**src/rtl/mem_arbiter.sv**
```systemverilog
// mem_arbiter: shares one RAM controller port and one UART port among NUM_M
// requesters (instruction fetch, data access, DMA/debug, ...).
//
// Each master raises req_i and holds it until it sees its one-cycle ack_o.
// The winner's we/addr/wdata are latched when it is granted. The latched
// address is then decoded into one of three targets:
//   - serial status register: answered immediately, with no bus activity;
//   - serial data register: one serial start pulse, then wait for the
//     matching completion flag, bounded by a timeout;
//   - anything else: a RAM access with a fixed wait count.
//
// Ports
//   clk, rst                  clock (rising edge), async active-low reset
//   req_i/we_i [NUM_M]        per-master request and write flag
//   addr_i, wdata_i           flattened per-master address / write data
//   rdata_o                   read data, valid while ack_o is high, then held
//   ack_o [NUM_M]             one-hot completion pulse
//   stall_o [NUM_M]           req_i & ~ack_o, drives pipeline pause
//   err_o                     sticky serial-timeout flag
//   ram_*                     RAM controller port
//   serial_*                  UART port and its completion flags
module mem_arbiter #(
  parameter int                NUM_M         = 2,
  parameter int                DATA_W        = 16,
  parameter int                ADDR_W        = 18,
  parameter int                ARB_MODE      = 0,
  parameter int                RAM_WAIT      = 2,
  parameter logic [ADDR_W-1:0] SER_DATA_ADDR = 18'h0BF00,
  parameter logic [ADDR_W-1:0] SER_STAT_ADDR = 18'h0BF01,
  parameter int                SER_TIMEOUT   = 1023
) (
  input  logic                      clk,
  input  logic                      rst,
  input  logic [NUM_M-1:0]          req_i,
  input  logic [NUM_M-1:0]          we_i,
  input  logic [NUM_M*ADDR_W-1:0]   addr_i,
  input  logic [NUM_M*DATA_W-1:0]   wdata_i,
  output logic [DATA_W-1:0]         rdata_o,
  output logic [NUM_M-1:0]          ack_o,
  output logic [NUM_M-1:0]          stall_o,
  output logic                      err_o,
  output logic                      ram_enable_o,
  output logic                      ram_readWrite_o,
  output logic [ADDR_W-1:0]         ram_address_o,
  output logic [DATA_W-1:0]         ram_dataWrite_o,
  input  logic [DATA_W-1:0]         ram_dataRead_i,
  output logic                      serial_enable_o,
  output logic                      serial_readWrite_o,
  output logic [DATA_W-1:0]         serial_dataWrite_o,
  input  logic [DATA_W-1:0]         serial_dataRead_i,
  input  logic                      serial_sendComplete_i,
  input  logic                      serial_receiveComplete_i
);

  localparam int IDX_W   = (NUM_M > 1) ? $clog2(NUM_M) : 1;
  localparam int CNT_MAX = (SER_TIMEOUT > RAM_WAIT) ? SER_TIMEOUT : RAM_WAIT;
  localparam int CNT_W   = $clog2(CNT_MAX + 1);

  localparam logic [2:0] S_IDLE     = 3'd0;
  localparam logic [2:0] S_RAM      = 3'd1;
  localparam logic [2:0] S_SER_GO   = 3'd2;
  localparam logic [2:0] S_SER_WAIT = 3'd3;
  localparam logic [2:0] S_DONE     = 3'd4;

  logic [2:0]        state;
  logic [IDX_W-1:0]  win_q;
  logic [IDX_W-1:0]  ptr;
  logic              we_q;
  logic [ADDR_W-1:0] addr_q;
  logic [DATA_W-1:0] wdata_q;
  logic [DATA_W-1:0] rdata_q;
  logic [CNT_W-1:0]  cnt;
  logic              err_q;

  logic [IDX_W-1:0]  win;
  logic              found;
  logic              sel_we;
  logic [ADDR_W-1:0] sel_addr;
  logic [DATA_W-1:0] sel_wdata;
  logic [IDX_W-1:0]  next_ptr;
  logic [NUM_M-1:0]  win_onehot;
  logic [DATA_W-1:0] status_word;
  logic [DATA_W-1:0] rx_word;
  logic              ser_flag;
  logic              unused_rx_hi;

  // Winner search. Round-robin starts at the pointer and wraps upward;
  // fixed priority always starts at index 0.
  always_comb begin
    win   = '0;
    found = 1'b0;
    for (int j = 0; j < NUM_M; j++) begin
      int c;
      c = j;
      if (ARB_MODE == 0) begin
        c = j + int'(ptr);
        if (c >= NUM_M) c = c - NUM_M;
      end
      if (!found && req_i[c]) begin
        found = 1'b1;
        win   = IDX_W'(c);
      end
    end
  end

  // Demultiplex the winner's request fields with constant slices.
  always_comb begin
    sel_we    = 1'b0;
    sel_addr  = '0;
    sel_wdata = '0;
    for (int i = 0; i < NUM_M; i++) begin
      if (win == IDX_W'(i)) begin
        sel_we    = we_i[i];
        sel_addr  = addr_i[i*ADDR_W +: ADDR_W];
        sel_wdata = wdata_i[i*DATA_W +: DATA_W];
      end
    end
  end

  always_comb begin
    win_onehot = '0;
    for (int i = 0; i < NUM_M; i++) win_onehot[i] = (win_q == IDX_W'(i));
  end

  assign next_ptr    = (win_q == IDX_W'(NUM_M - 1)) ? '0 : win_q + 1'b1;
  assign status_word = {{(DATA_W-2){1'b0}}, serial_receiveComplete_i, serial_sendComplete_i};
  assign rx_word     = {{(DATA_W-8){1'b0}}, serial_dataRead_i[7:0]};
  // A write waits for the transmitter, a read waits for a received byte.
  assign ser_flag    = we_q ? serial_sendComplete_i : serial_receiveComplete_i;
  assign unused_rx_hi = ^serial_dataRead_i[DATA_W-1:8];

  always_ff @(posedge clk or negedge rst) begin
    if (!rst) begin
      state   <= S_IDLE;
      win_q   <= '0;
      ptr     <= '0;
      we_q    <= 1'b0;
      addr_q  <= '0;
      wdata_q <= '0;
      rdata_q <= '0;
      cnt     <= '0;
      err_q   <= 1'b0;
    end else begin
      case (state)
        S_IDLE: begin
          if (|req_i) begin
            win_q   <= win;
            we_q    <= sel_we;
            addr_q  <= sel_addr;
            wdata_q <= sel_wdata;
            if (sel_addr == SER_STAT_ADDR) begin
              // Status writes are accepted and dropped.
              if (!sel_we) rdata_q <= status_word;
              state <= S_DONE;
            end else if (sel_addr == SER_DATA_ADDR) begin
              state <= S_SER_GO;
            end else begin
              cnt   <= CNT_W'(RAM_WAIT - 1);
              state <= S_RAM;
            end
          end
        end
        S_RAM: begin
          if (cnt == '0) begin
            if (!we_q) rdata_q <= ram_dataRead_i;
            state <= S_DONE;
          end else begin
            cnt <= cnt - 1'b1;
          end
        end
        S_SER_GO: begin
          cnt   <= CNT_W'(SER_TIMEOUT);
          state <= S_SER_WAIT;
        end
        S_SER_WAIT: begin
          if (ser_flag) begin
            if (!we_q) rdata_q <= rx_word;
            state <= S_DONE;
          end else if (cnt == '0) begin
            err_q   <= 1'b1;
            rdata_q <= '0;
            state   <= S_DONE;
          end else begin
            cnt <= cnt - 1'b1;
          end
        end
        S_DONE: begin
          // The pointer moves past the master just served, so it gets the
          // lowest priority in the next round.
          if (ARB_MODE == 0) ptr <= next_ptr;
          state <= S_IDLE;
        end
        default: state <= S_IDLE;
      endcase
    end
  end

  assign ram_enable_o       = (state == S_RAM);
  assign ram_readWrite_o    = we_q;
  assign ram_address_o      = addr_q;
  assign ram_dataWrite_o    = wdata_q;
  assign serial_enable_o    = (state == S_SER_GO);
  assign serial_readWrite_o = we_q;
  assign serial_dataWrite_o = wdata_q;
  assign ack_o              = (state == S_DONE) ? win_onehot : '0;
  assign stall_o            = req_i & ~ack_o;
  assign rdata_o            = rdata_q;
  assign err_o              = err_q;

endmodule

```
**config.mk**
```make
export PLATFORM = sky130hd
export DESIGN_NAME = mem_arbiter
export DESIGN_NICKNAME = d
export VERILOG_FILES = /design/src/rtl/mem_arbiter.sv
export SDC_FILE = /design/constraint.sdc
export NUM_CORES = 1
export LEC_CHECK = 0
export BUFFER_PORTS_ARGS = -buffer_cell sky130_fd_sc_hd__buf_2
export CAP_MARGIN = 10
export CORE_UTILIZATION = 49
export DETAILED_ROUTE_END_ITERATION = 7
export PLACE_DENSITY = 0.86
export SYNTH_ARGS = -nofsm -noshare
export SYNTH_HDL_FRONTEND = slang
export SYNTH_SLANG_ARGS = --single-unit
```
**constraint.sdc**
```tcl
create_clock -name clk -period 5.13 [get_ports clk]
set_input_delay 0.2565 -clock clk [delete_from_list [all_inputs] [get_ports clk]]
set_output_delay 0.2565 -clock clk [all_outputs]
set_load 0.02 [all_outputs]
```
==> metrics.txt <==
critical path's slowest cell=o21ai_4; GP Congestion=0.791; first-pass GRT wire length=14,100 µm; Num Clock Sinks=67; Final Hold Fails=0; r2r setup slk=2.21 ns; Setup Viol. Count Final=0; RSZ-0062 raised after global routing=false; Vias/cell=5.32; initial antenna violation count=0; Resize count post-CTS=0; worst-margin pin slew=1.10 ns; DR pass1 iterations=4; Post-Route WL=9070 µm; dominant synthesized flop cell=dfrtp_1; initial core utilization=51.1%; Clock Skews=~0.0070 ns; max_cap viols=0; max_slew headroom=26.0%; class of the worst hold path=input port to async pin; critical path endpoint category=flip-flop; gr usage total=between 20% and 30%; H-Tree Level Count=3; Slew Limit Fails=0; switch share=43.6%; Net Count, Synth=470; worst skew pair latency=0.34 ns; Port Buffer Count=174; Max Root-Sink Buffers=2; Synth Register Bits=67; Seq/Total Area, Yosys=47.7%; Final Core Density=65.9%; Routed Antenna Nets=0; maximum fanout along the worst path=19; clk root buf=clkbuf_8; vias in the first global route=3,135; internal power=1420 µW; Yosys top cell area share=47.7%; Largest delay share family, worst path=compound AO/OA/AOI/OAI gates; I/O pin count=183; Worst Setup Path Type=flip-flop to flip-flop; CP max stage delay=between 0.5 and 0.6 ns; crit path cell chain=o21ai_4, buf_4, mux2i_1, o21ai_2, o211ai_4, mux2_2; Pwr Density=557 nW/µm²; Flop pwr share=a little over a third; TritonCTS buffer count=9; Net Sw Power=1100 µW; Post-DP HPWL=6930 µm; post-route cell area=4520 µm²; part of the cycle the worst path needs=56.9%; Leakage Power=0.00247 µW; Die X-Extent=86.7 µm; die height=86.7 µm; die area=roughly 7500 µm²; Synth area leaders=dfrtp_1 48%, mux2i_1 11%, o21ai_0 7.7%; clock-pin slew on the worst setup and hold paths=0.07 ns; Hold-fix buffers, CTS=0; Worst Path Buf+Inv=1; fmax=around 340 MHz; largest net degree at the start of global routing=73; Antenna Cells=0; # nets final=620; Tmin final=about 3 ns; postcts setup bufs=0; crit path launch type=flip-flop; number of flops mapped to enable cells by yosys=0; Worst EP arrival=3.14 ns; ys async rst share=100%; synthesized cell area=3510 µm²; Comb pwr share=46.5%; yosys warns=0; Worst Path Required=between 5 and 6 ns; initial drt markers=136; Unique masters post-synth=between 40 and 50; routed vias=around 3,300; part of the power in the clock network=17.6%; DRC=0; core area=6870 µm²; CTS tree=built; synthesis-to-finish area growth=28.8%; placed instance area=4320 µm²; outcome=complete, no violations; Synth Instances=360; Max VDD drop=about 0.32 mV; Post-Route Setup TNS=0 ns; Mean Syn Cell Area=between 9 and 10 µm²; share of layout cells above drive strength 1=40.2%; std cell rows=30; WL/cell=14.8 µm; Yosys top cell by area=dfrtp_1; GRT overflow=0
layout make-up:
type | count | area (µm²)
Inverter | 11 | 41.3
Clock buffer | 10 | 138
Tap cell | 96 | 120
Fill cell | 556 | 2340
Clock inverter | 6 | 63.8
Timing Repair Buffer | 177 | 893
Sequential cell | 67 | 1680
Multi-Input combinational cell | 244 | 1590
per-layer routing:
layer  global-route usage (%)  up-vias  part of all wire (%)
li1                         -     1572                     -
met1                     29.4     1556                    41
met2                     42.9      114                    52
met3                     5.14       10                   6.1
met4                     6.67        0                   1.1
met5                        0        -                     0
power groups by stage:
stage                     combinational (µW)  clock [µW]  sequential (µW)
after detailed placement                1180           0              913
after floorplan                          648           0             1110
after global routing                    1280         480              936
after global placement                  1130           0              900
after CTS                               1180         453              906
final                                   1170         444              905
logic make-up after synthesis:
kind of cell / share of synthesized area, %
buffers and inverters: 7.62
multiplexers: 13.0
AO/OA/AOI/OAI: 17.7
adder cells (fa/ha/maj): 0.712
AND/OR/NAND/NOR: 13.2
flip-flops: 47.7
cells in the mapped netlist (all sizes together), types with 2 or more instances:
cell,n
o211ai,2
and4,2
a31oi,8
ha,2
and2,2
nand2,41
nor2b,3
nand4,2
buf,27
and4b,2
o21ai,59
nor3,5
or3,2
inv,11
nor3b,2
a22o,14
nand2b,2
nor4,2
mux2,6
o221ai,2
nand3,2
clkbuf,11
a21oi,14
dfrtp,67
nor2,22
mux2i,39
placed cells by master, fill, tap and decap left out, drive strengths merged, types with 2 or more instances in the layout:
cell / synthesis / routed
nand2b: 2 / 2
clkbuf: 11 / 10
a21oi: 14 / 14
o221ai: 2 / 2
mux2: 6 / 6
or3: 2 / 2
inv: 11 / 12
clkinvlp: 0 / 2
o211ai: 2 / 2
o21ai: 59 / 59
nor3: 5 / 5
nor3b: 2 / 2
a22o: 14 / 14
nand4: 2 / 2
mux2i: 39 / 39
nor4: 2 / 2
nand2: 41 / 41
nor2: 22 / 22
ha: 2 / 2
nand3: 2 / 2
a31oi: 8 / 8
and4b: 2 / 2
clkinv: 0 / 2
and4: 2 / 2
buf: 27 / 177
and2: 2 / 2
dfrtp: 67 / 67
nor2b: 3 / 3
worst reg2reg max path, cell delays in order, from the launching register on:
cell and delay [ns]:
dfrtp_1 0.42, o21ai_4 0.58, buf_4 0.44, mux2i_1 0.55, o21ai_2 0.16, o211ai_4 0.26
mux2_2 0.40
per-stage QoR:
step / worst slack [ns] / hold WS (ns) / total power (µW) / std cells
final: 2.21 / 0.103 / 2520 / 611
after global routing: 2.06 / 0.134 / 2700 / 611
after CTS: 2.24 / 0.122 / 2540 / 611
after detailed placement: 2.16 / 0.469 / 2090 / 595
after global placement: 2.30 / 0.458 / 2030 / 595
after floorplan: 3.24 / -0.0391 / 1760 / 360
registers in the layout (all words and copies together), names as in the netlist:
signal,flops
state,3
ram_dataWrite_o,16
cnt,10
rdata_o,16
win_q,1
ptr,1
ram_address_o,18
ram_readWrite_o,1
err_o,1
worst paths after layout:
check	start	to	cells after the start
min	rst	ram_dataWrite_o[11]	2
min reg2reg	ram_address_o[12]	ram_address_o[12]	2
min in group clk	ram_dataRead_i[8]	rdata_o[8]	2
max reg2reg	ptr	rdata_o[3]	6
max in group asynchronous	rst	cnt[9]	2
max	ptr	rdata_o[3]	6
Power figures use the tool's default switching activity.
